==> config.mk <==
export PLATFORM = sky130hd
export DESIGN_NAME = soc2_nios_oci_dct_packer
export DESIGN_NICKNAME = d
export VERILOG_FILES = /design/src/rtl/soc2_nios_oci_dct_packer.sv
export SDC_FILE = /design/constraint.sdc
export NUM_CORES = 1
export LEC_CHECK = 0
export CAP_MARGIN = 0
export CORE_MARGIN = 3
export CORE_UTILIZATION = 35
export DETAILED_ROUTE_END_ITERATION = 8
export PLACE_DENSITY_LB_ADDON = 0.3
export SETUP_SLACK_MARGIN = 0.4
export SYNTH_ARGS = -nofsm -noshare
export SYNTH_HDL_FRONTEND = slang
export SYNTH_SLANG_ARGS = --single-unit
==> constraint.sdc <==
create_clock -name clk -period 6 [get_ports clk]
set_clock_uncertainty 0.05 [all_clocks]
set_input_delay 1.2 -clock clk [delete_from_list [all_inputs] [get_ports clk]]
set_output_delay 1.2 -clock clk [all_outputs]
set_load 0.05 [all_outputs]
==> src/rtl/soc2_nios_oci_dct_packer.sv <==
// Packs 2-bit compressed trace atoms into 30-bit frames and hands them to a
// consumer through a single output register with ready/valid backpressure.
module soc2_nios_oci_dct_packer #(
  parameter int MAX_ATOMS = 15
) (
  input  logic        clk,
  input  logic        reset,
  input  logic        trace_enable,
  input  logic        atom_valid,
  input  logic [1:0]  atom,
  input  logic        flush,
  input  logic        frame_ready,
  output logic [29:0] dct_buffer,
  output logic [3:0]  dct_count,
  output logic        frame_valid,
  output logic        overflow,
  output logic        test_ending,
  output logic        test_has_ended
);

  localparam logic [3:0] MAX_C = 4'(MAX_ATOMS);

  typedef enum logic [1:0] {
    IDLE  = 2'd0,
    RUN   = 2'd1,
    DRAIN = 2'd2,
    ENDED = 2'd3
  } state_t;

  state_t      state_q, state_d;
  logic [29:0] acc_q, acc_d;
  logic [3:0]  cnt_q, cnt_d;
  logic        pend_q, pend_d;
  logic [29:0] buf_q, buf_d;
  logic [3:0]  dcnt_q, dcnt_d;
  logic        fv_q, fv_d;
  logic        ovf_q, ovf_d;
  logic        ending_q, ending_d;
  logic        ended_q, ended_d;

  logic        enter_run;
  logic        full;
  logic        trigger;
  logic        xfer;
  logic        atom_ok;
  logic        accept;
  logic        drop;

  always_comb begin
    state_d   = state_q;
    acc_d     = acc_q;
    cnt_d     = cnt_q;
    pend_d    = pend_q;
    buf_d     = buf_q;
    dcnt_d    = dcnt_q;
    fv_d      = fv_q;
    ovf_d     = ovf_q;

    enter_run = ((state_q == IDLE) || (state_q == ENDED)) && trace_enable;

    unique case (state_q)
      IDLE:    if (trace_enable) state_d = RUN;
      RUN:     if (!trace_enable) state_d = DRAIN;
      DRAIN:   if ((cnt_q == 4'd0) && !fv_q) state_d = ENDED;
      ENDED:   if (trace_enable) state_d = RUN;
      default: state_d = IDLE;
    endcase

    full    = (cnt_q == MAX_C);
    trigger = full || pend_q || ((state_q == DRAIN) && (cnt_q != 4'd0));
    xfer    = trigger && (!fv_q || frame_ready);
    atom_ok = (state_q == RUN) && atom_valid && (atom != 2'b00);
    // A full accumulator still accepts when it empties on this same edge.
    accept  = atom_ok && (!full || xfer);
    drop    = atom_ok && full && !xfer;

    if (xfer) begin
      buf_d  = acc_q;
      dcnt_d = cnt_q;
      fv_d   = 1'b1;
      acc_d  = '0;
      cnt_d  = '0;
    end else if (frame_ready) begin
      fv_d = 1'b0;
    end

    if (accept) begin
      acc_d = acc_d | (30'(atom) << {cnt_d, 1'b0});
      cnt_d = cnt_d + 4'd1;
    end

    pend_d = (pend_q || (flush && (state_q == RUN))) && !xfer && (cnt_q != 4'd0);
    ovf_d  = ovf_q || drop;

    if (enter_run) begin
      acc_d  = '0;
      cnt_d  = '0;
      pend_d = 1'b0;
      ovf_d  = 1'b0;
    end

    ending_d = (state_d == DRAIN);
    ended_d  = (state_d == ENDED);
  end

  always_ff @(posedge clk or posedge reset) begin
    if (reset) begin
      state_q  <= IDLE;
      acc_q    <= '0;
      cnt_q    <= '0;
      pend_q   <= 1'b0;
      buf_q    <= '0;
      dcnt_q   <= '0;
      fv_q     <= 1'b0;
      ovf_q    <= 1'b0;
      ending_q <= 1'b0;
      ended_q  <= 1'b0;
    end else begin
      state_q  <= state_d;
      acc_q    <= acc_d;
      cnt_q    <= cnt_d;
      pend_q   <= pend_d;
      buf_q    <= buf_d;
      dcnt_q   <= dcnt_d;
      fv_q     <= fv_d;
      ovf_q    <= ovf_d;
      ending_q <= ending_d;
      ended_q  <= ended_d;
    end
  end

  assign dct_buffer     = buf_q;
  assign dct_count      = dcnt_q;
  assign frame_valid    = fv_q;
  assign overflow       = ovf_q;
  assign test_ending    = ending_q;
  assign test_has_ended = ended_q;

endmodule

Yosys cells after proc, flatten, opt, wreduce, memory -nomap -nowiden
Index checks and enable logic that the tools add are counted.

cells by class
  divide/modulo/power cells = 0
  shifts and indexed selects = 1
  add/sub/neg operators = 1
  bitwise logic cells = 1
  reductions and logical operators = 28
  eq/ne operators = 6
  multiply operators = 0
  multiplexer cells = 14
  $lt $le $gt $ge = 0

operator list
  cell                                                  count
  2-to-1 mux 30 bit                                     3
  OR 30 bit                                             1
  << shifter 2 x 5 -> 30 bit                            1
  logical AND 1 bit                                     12
  2-to-1 mux 4 bit                                      3
  equality test 2 bit (second input constant)           4
  logical OR 1 bit                                      7
  2-to-1 mux 2 bit                                      3
  one-hot mux 2 bit (3 select lines)                    1
  adder 4 x 1 -> 4 bit (second input constant)          1
  equality test 4 bit (second input constant)           1
  logical NOT 4 bit                                     1
  2-to-1 mux 1 bit                                      4
  nonzero test 2 bit                                    2
  nonzero test 4 bit                                    1
  logical NOT 1 bit                                     3
  equality test 2 x 1 -> 1 bit (second input constant)  1
  logical NOT 2 bit                                     1
  OR reduction 2 bit                                    1

storage, ports and cells
  bits in latches = 0
  RAM bits = 0
  memories = 0
  word-level logic and storage cells = 61
  output and inout bits = 38
  ROM bits = 0
  register bits after elaboration = 75
  input port bits = 8

Depth between registers and ports, before layout
Gate-level depths: netlist of the first run.

  word-level depth = 9
  mapped depth = 8
  depth with buffers taken out = 6

Least setup slack after synthesis of the first run
OpenSTA, ideal clock, no wires.

  path type = input-to-reg
  start = input port frame_ready
  end = register acc_q[16]
  path buffers = 0
  slack = 3.737 ns
  data required time = 5.828 ns
  data arrival time = 2.092 ns
  setup time = 0.122 ns
  cell stages on the path = 4
  cell sequence = nor2b_1 o21ai_0 and2_1 a32o_1

between the ends
  word-level cells in the longest chain between the ends = 7
  elaborated cells on any way between the ends = 10
  classes of those cells = 1 x shift; 4 x mux; 1 x bitwise; 4 x reduce/logical

RTL lines
  item                        RTL line  source
  start, declared             12        input logic frame_ready,
  logical OR 1 bit *          71        xfer = trigger && (!fv_q || frame_ready);
  logical AND 1 bit *         71
  2-to-1 mux 4 bit            77        if (xfer) begin
  << shifter 2 x 5 -> 30 bit  88        acc_d = acc_d | (30'(atom) << {cnt_d, 1'b0});
  OR 30 bit                   88
  2-to-1 mux 30 bit *         87        if (accept) begin
  2-to-1 mux 30 bit *         95        if (enter_run) begin
  named net acc_d[16]         31        logic [29:0] acc_q, acc_d;
  end signal, assigned        109       acc_q <= '0;
  end signal, assigned        120       acc_q <= acc_d;
  end, declared               31

The timed path passes the listed nets; every way through them passes the cells marked *.
A chain may end at the register's enable or synchronous reset.

Worst setup path in the final report of the first run
  start = input port frame_ready
  end = register ovf_q, in the netlist overflow

between the ends
  word-level cells in the longest chain between the ends = 6

RTL lines
  item                  RTL line  source
  logical OR 1 bit      71
  logical AND 1 bit     71
  logical NOT 1 bit     75        drop = atom_ok && full && !xfer;
  logical AND 1 bit     75
  logical OR 1 bit      93        ovf_d = ovf_q || drop;
  2-to-1 mux 1 bit      95
  named net ovf_d       37        logic ovf_q, ovf_d;
  end signal, assigned  126       ovf_q <= ovf_d;
  end, declared         37

The timed path passes the listed nets, and every way through them passes these cells.

==> results of run 1 <==
==> metal layers <==
layer | part of all wire [%] | up-vias
met5 | 0 | -
met4 | 1.1 | 0
met3 | 4.2 | 10
met2 | 46 | 60
met1 | 49 | 1216
li1 | - | 1180
==> sequential cells by signal, summed over array words and instances (netlist names), 2 cells and up <==
register	cells
acc_q	30
cnt_q	4
dct_buffer	30
dct_count	4
state_q	2
==> worst max-delay path, delay by kind of cell <==
kind / cells / cell delay (ps)
compound gates: 3 / 1370
simple gates: 1 / 100
buf+inv: 1 / 470
==> path summary, 6_finish.rpt <==
check                                           start                          to  slack, ps  cells after the start
max                                       frame_ready          overflow$_DFF_PP0_       3010                      5
min                        dct_buffer[13]$_DFFE_PP0P_  dct_buffer[13]$_DFFE_PP0P_        420                      2
max reg2reg                        cnt_q[2]$_DFF_PP0_          overflow$_DFF_PP0_       3180                      4
min reg2reg                dct_buffer[13]$_DFFE_PP0P_  dct_buffer[13]$_DFFE_PP0P_        420                      2
max in group asynchronous                       reset         acc_q[29]$_DFF_PP0_       3900                      3
min in group asynchronous                       reset   dct_buffer[0]$_DFFE_PP0P_       1410                      3
==> Yosys cell counts, drive strengths merged <==
cell type | instances | area, um^2
buf | 21 | 175
and2 | 3 | 18.8
mux2 | 1 | 11.3
inv | 5 | 18.8
nor2b | 1 | 6.26
a41oi | 9 | 78.8
a31o | 1 | 17.5
nand3b | 2 | 15.0
and4 | 1 | 8.76
nand4 | 3 | 33.8
o31ai | 1 | 21.3
nor4 | 1 | 6.26
a311oi | 1 | 8.76
and3 | 1 | 6.26
dfrtp | 75 | 1880
xnor2 | 1 | 8.76
o2bb2ai | 6 | 52.6
nand2 | 108 | 408
a31oi | 3 | 33.8
o21ai | 3 | 15.0
or3 | 1 | 6.26
nor2 | 20 | 75.1
o21a | 6 | 45.0
nand3 | 5 | 25.0
a21oi | 14 | 81.3
nand2b | 3 | 18.8
a32o | 5 | 50.1
and3b | 2 | 17.5
nand4b | 2 | 17.5
ha | 3 | 37.5
nor3b | 3 | 22.5
o211ai | 3 | 27.5
clkbuf | 1 | 3.75
xor2 | 1 | 8.76
o211a | 2 | 20.0
nor3 | 8 | 40.0
==> kinds of logic after synthesis <==
kind of cell | count (synthesis)
AOI/OAI and AO/OA | 54
xor gates and xnor gates | 2
adders and majority gates | 3
buffers and inverters | 27
DFF | 75
muxes | 1
and+or+nand+nor | 164
==> power by group through the flow <==
stage | registers (mW) | logic, mW | clock network, mW
after floorplan | 0.631 | 0.296 | 0
after global placement | 0.588 | 0.394 | 0
after detailed placement | 0.589 | 0.401 | 0
after CTS | 0.579 | 0.402 | 0.368
after global routing | 0.585 | 0.436 | 0.390
final | 0.579 | 0.399 | 0.359
==> layout make-up <==
cell class                 instances  share of cell area [%]
clock inverter                     6                    1.05
inverter                           5                   0.477
clock buffer                      10                    3.50
tap                              126                    4.01
multi-input combinational        224                    31.6
sequential                        75                    47.7
timing repair buffer              46                    11.6
==> impl_metrics.csv, run 1 <==
group,metric,value,unit
power,p_sw_share,38.9,%
power,combPwrFrac,29.8,%
die,io_pins,46,
grt,gr-max-usage-layer,"met2",
sta,max_freq,335,MHz
sta,max_slew_margin,29.3,%
clock_tree,cts.sink_count,75,
power,pwr-share-seq,43.3,%
sta,hold_viol,0,
sta,min_period_over_period,49.8,%
synth,ys_ff_latch,75,
critical_path,crit_slowest_cell,"a31oi_4",
clock_tree,clk_path_buf_depth,2,
power,total_power,1.34,mW
grt,grt_first_pass_wirelength,12600,um
critical_path,crit_type,"primary input to flop",
critical_path,critPathMaxFanout,39,
sta,min_period,2990,ps
synth,postSynthAreaPerCell,10.2,um^2
grt,grt_start_max_net_pins,76,
synth,synth-xor-area-share,0.528,%
clock_tree,numCtsBuffers,9,
synth,synth-seq-area-share,56.6,%
drt,wl,7440,um
synth,synth_compound_area_share,13.6,%
job,maxCapViolCount,0,
die,rows,34,
placement,placed_area,3750,um^2
finish,final_area,3930,um^2
sta,drv_slew,0,
synth,ys_warn_count,0,
finish,fin_cells,492,
critical_path,endpoint_kind,"flop",
finish,nNetsFinal,372,
synth,muxShareOfSynthArea,0.339,%
power,vdd_drop_max,0.126,mV
grt,use_met3,3.82,%
finish,postLayoutCoreUtil,43.8,%
clock_tree,clock-root-buffer,"clkbuf_8",
critical_path,max_stage_delay,830,ps
die,start_util,37.0,%
finish,fill_cells,871,
grt,grt-ovfl-total,0,
finish,area_delta_synth_final,18.6,%
critical_path,worst_ep_arrival_time,3180,ps
clock_tree,cts_tree,"done",
grt,track_usage,15.1,%
die,dieWidth,103,um
drt,via_per_inst,5.01,
drt,antenna_left,0,
synth,syn_inst,326,
synth,synth_fp_nets,337,
die,die-area,10700,um^2
sta,finalSetupViolations,0,
grt,grt_antenna_before_repair,0,
power,pwr-share-clk,26.9,%
finish,seqCellArea,1880,um^2
clock_tree,h-tree-depth,3,
finish,final_cell_mix,"nand2_1 (107), dfrtp_1 (75), clkdlybuf4s50_1 (45)",
finish,diodes,0,
finish,layout_commonest_cell,"nand2_1",
sta,fin_tns_setup,0,ps
clock_tree,insertion_delay,350,ps
clock_tree,hold_buffers,0,
sta,tightest_slew,1060,ps
grt,use_met2,23.4,%
finish,drive_gt1_share,7.10,%
placement,post-place-ws,2620,ps
power,power.leakage,1.86,nW
drt,drc,0,
clock_tree,postCtsSetupRepairBufs,0,
placement,portBuffers,45,
drt,dr.first_iter.drc_count,156,
finish,multiInputGateArea,1240,um^2
die,die_y,103,um
sta,holdWs,425,ps
power,p_switching,0.519,mW
clock_tree,clk_pin_slew_worst_paths,80,ps
drt,wl_per_cell,15.1,um
hold_path,holdCritPathClass,"flop to flop",
synth,syn-cell-area,3320,um^2
drt,num_vias,2466,
critical_path,cp-start-kind,"primary input",
grt,grt_pass1_vias,2498,
placement,dp_hpwl,4670,um
power,p_int,0.817,mW
synth,synth_cell_types,43,
sta,worst_slack,3010,ps
grt,use_met1,21.2,%
die,core,8980,um^2
synth,synthSimpleGateAreaFrac,21.9,%
clock_tree,post_cts_resized,0,
placement,place_inst,476,
power,powerDensity,340,nW/um^2
run_status,status,"finished, final reports clean",
critical_path,critPathRequiredTime,6190,ps
synth,synthAdderAreaFrac,1.13,%
drt,drt_first_pass_iters,4,
critical_path,crit_chain,"clkdlybuf4s50_1, nor2b_1, a31oi_4, a21oi_4, a32o_1",
placement,place_congestion,0.801,
synth,synth_top_family_by_area,"simple AND/OR/NAND/NOR gates",
sta,rsz0062_at_grt,"no",
(Power assumes the default switching activity.)
==> run 2, diff against run 1 <==
==> constraint.sdc (replaced) <==
create_clock -name clk -period 2.7 [get_ports clk]
set_clock_uncertainty 0.05 [all_clocks]
set_input_delay 0.54 -clock clk [delete_from_list [all_inputs] [get_ports clk]]
set_output_delay 0.54 -clock clk [all_outputs]
set_load 0.05 [all_outputs]
==> impl_metrics.csv, run 2 (synthesized netlist as in run 1, its figures left out) <==
group,metric,value,unit
run_status,status,"finished, final reports clean",
power,pwr-share-clk,28.3,%
die,start_util,37.0,%
sta,fin_tns_setup,0,ps
hold_path,holdCritPathClass,"flop to flop",
finish,fill_cells,850,
sta,tightest_slew,547,ps
die,dieWidth,103,um
clock_tree,insertion_delay,340,ps
finish,final_cell_mix,"nand2_1 (107), dfrtp_1 (75), clkdlybuf4s50_1 (45)",
drt,dr.first_iter.drc_count,150,
critical_path,crit_type,"flop to flop",
drt,antenna_left,0,
drt,wl,7440,um
power,p_int,2.07,mW
critical_path,r2r_setup_slack,530,ps
grt,track_usage,14.6,%
drt,drt_first_pass_iters,4,
finish,drive_gt1_share,10.3,%
critical_path,cp-start-kind,"flop",
clock_tree,cts.sink_count,75,
finish,diodes,0,
placement,place_congestion,0.820,
grt,grt_first_pass_wirelength,12100,um
clock_tree,h-tree-depth,3,
sta,min_period,2170,ps
grt,grt_start_max_net_pins,76,
critical_path,crit_buf_inv,2,
placement,dp_hpwl,4900,um
critical_path,critPathRequiredTime,2910,ps
finish,postLayoutCoreUtil,45.8,%
finish,layout_commonest_cell,"nand2_1",
finish,area_delta_synth_final,23.9,%
power,power.leakage,1.95,nW
sta,max_freq,461,MHz
die,die_y,103,um
critical_path,crit_chain,"inv_1, ha_1, a21oi_2, a31o_4, buf_4, nand4_1, o2bb2ai_1",
critical_path,crit_cells,7,
drt,via_per_inst,4.95,
hold_path,min_path_cells,2,
critical_path,critPathMaxFanout,18,
die,io_pins,46,
placement,portBuffers,45,
finish,final_area,4110,um^2
grt,grt_pass1_vias,2488,
critical_path,reg2reg_depth,7,
sta,finalSetupViolations,0,
power,total_power,3.20,mW
power,combPwrFrac,31.9,%
critical_path,path_delay_family,"compound AO/OA/AOI/OAI gates",
grt,grt-ovfl-total,0,
clock_tree,clk_pin_slew_worst_paths,70,ps
clock_tree,cts_tree,"done",
clock_tree,clk_path_buf_depth,2,
drt,wl_per_cell,14.8,um
sta,max_slew_margin,63.5,%
clock_tree,numCtsBuffers,9,
grt,grt_antenna_before_repair,0,
job,maxCapViolCount,0,
critical_path,worst_ep_arrival_time,2380,ps
drt,drc,0,
sta,rsz0062_at_grt,"yes",
die,die-area,10700,um^2
drt,num_vias,2496,
power,p_switching,1.13,mW
sta,min_period_over_period,80.4,%
power,vdd_drop_max,0.278,mV
die,rows,34,
power,powerDensity,778,nW/um^2
sta,holdWs,424,ps
sta,hold_viol,0,
sta,drv_slew,0,
die,core,8980,um^2
critical_path,crit_slowest_cell,"dfrtp_1",
finish,nNetsFinal,386,
critical_path,endpoint_kind,"flop",
critical_path,max_stage_delay,430,ps
power,p_sw_share,35.3,%
placement,placed_area,3840,um^2
clock_tree,clock-root-buffer,"clkbuf_8",
power,pwr-share-seq,39.8,%
## run 2: worst min-delay path, stage by stage, from the launching register on
cell and delay (ps):
dfrtp_1 340, nand2_1 50, nand2_1 50
## run 2: per-stage QoR
stage / setup slack [ps] / instances
2_1_floorplan: 873 / 326
3_3_place_gp: 187 / 485
3_5_place_dp: 195 / 485
4_1_cts: 512 / 499
5_1_grt: 385 / 504
6_report: 530 / 504
## run 2: cell type report
type | count | area, um^2 | area share (%)
Clock buffer | 9 | 124 | 3.01
Clock inverter | 5 | 80.1 | 1.95
Inverter | 5 | 22.5 | 0.548
Multi-Input combinational cell | 225 | 1260 | 30.6
Sequential cell | 75 | 1880 | 45.7
Tap cell | 126 | 158 | 3.84
Timing Repair Buffer | 59 | 593 | 14.4
## run 2: layer usage
layer / vias up / track usage [%] / share of wire (%)
li1: 1212 / - / -
met1: 1215 / 19.0 / 46
met2: 61 / 23.1 / 49
met3: 8 / 4.49 / 4.3
met4: 0 / 4.98 / 0.86
met5: - / 0 / 0
## run 2: worst paths after layout
kind	from	end
max	state_q[0]$_DFF_PP0_	acc_q[12]$_DFF_PP0_
min	dct_count[1]$_DFFE_PP0P_	dct_count[1]$_DFFE_PP0P_
max reg2reg	state_q[0]$_DFF_PP0_	acc_q[12]$_DFF_PP0_
min reg2reg	dct_count[1]$_DFFE_PP0P_	dct_count[1]$_DFFE_PP0P_
max in group asynchronous	reset	acc_q[23]$_DFF_PP0_
min in group asynchronous	reset	acc_q[13]$_DFF_PP0_
## run 2: timing repair
action / in CTS / in global routing
setup endpoints to repair: 1 / 2
cloned: 0 / 1
pin swaps: 0 / 2
setup buffers: 0 / 4
gates resized for setup: 1 / 0
hold buffers: 0 / 0
## run 2: power by group through the flow
stage / combinational, mW / sequential (mW) / clock (mW)
after floorplan: 0.659 / 1.40 / 0
after global placement: 0.924 / 1.29 / 0
after detailed placement: 0.934 / 1.30 / 0
after CTS: 0.937 / 1.27 / 0.929
after global routing: 1.11 / 1.29 / 0.967
final: 1.02 / 1.27 / 0.905
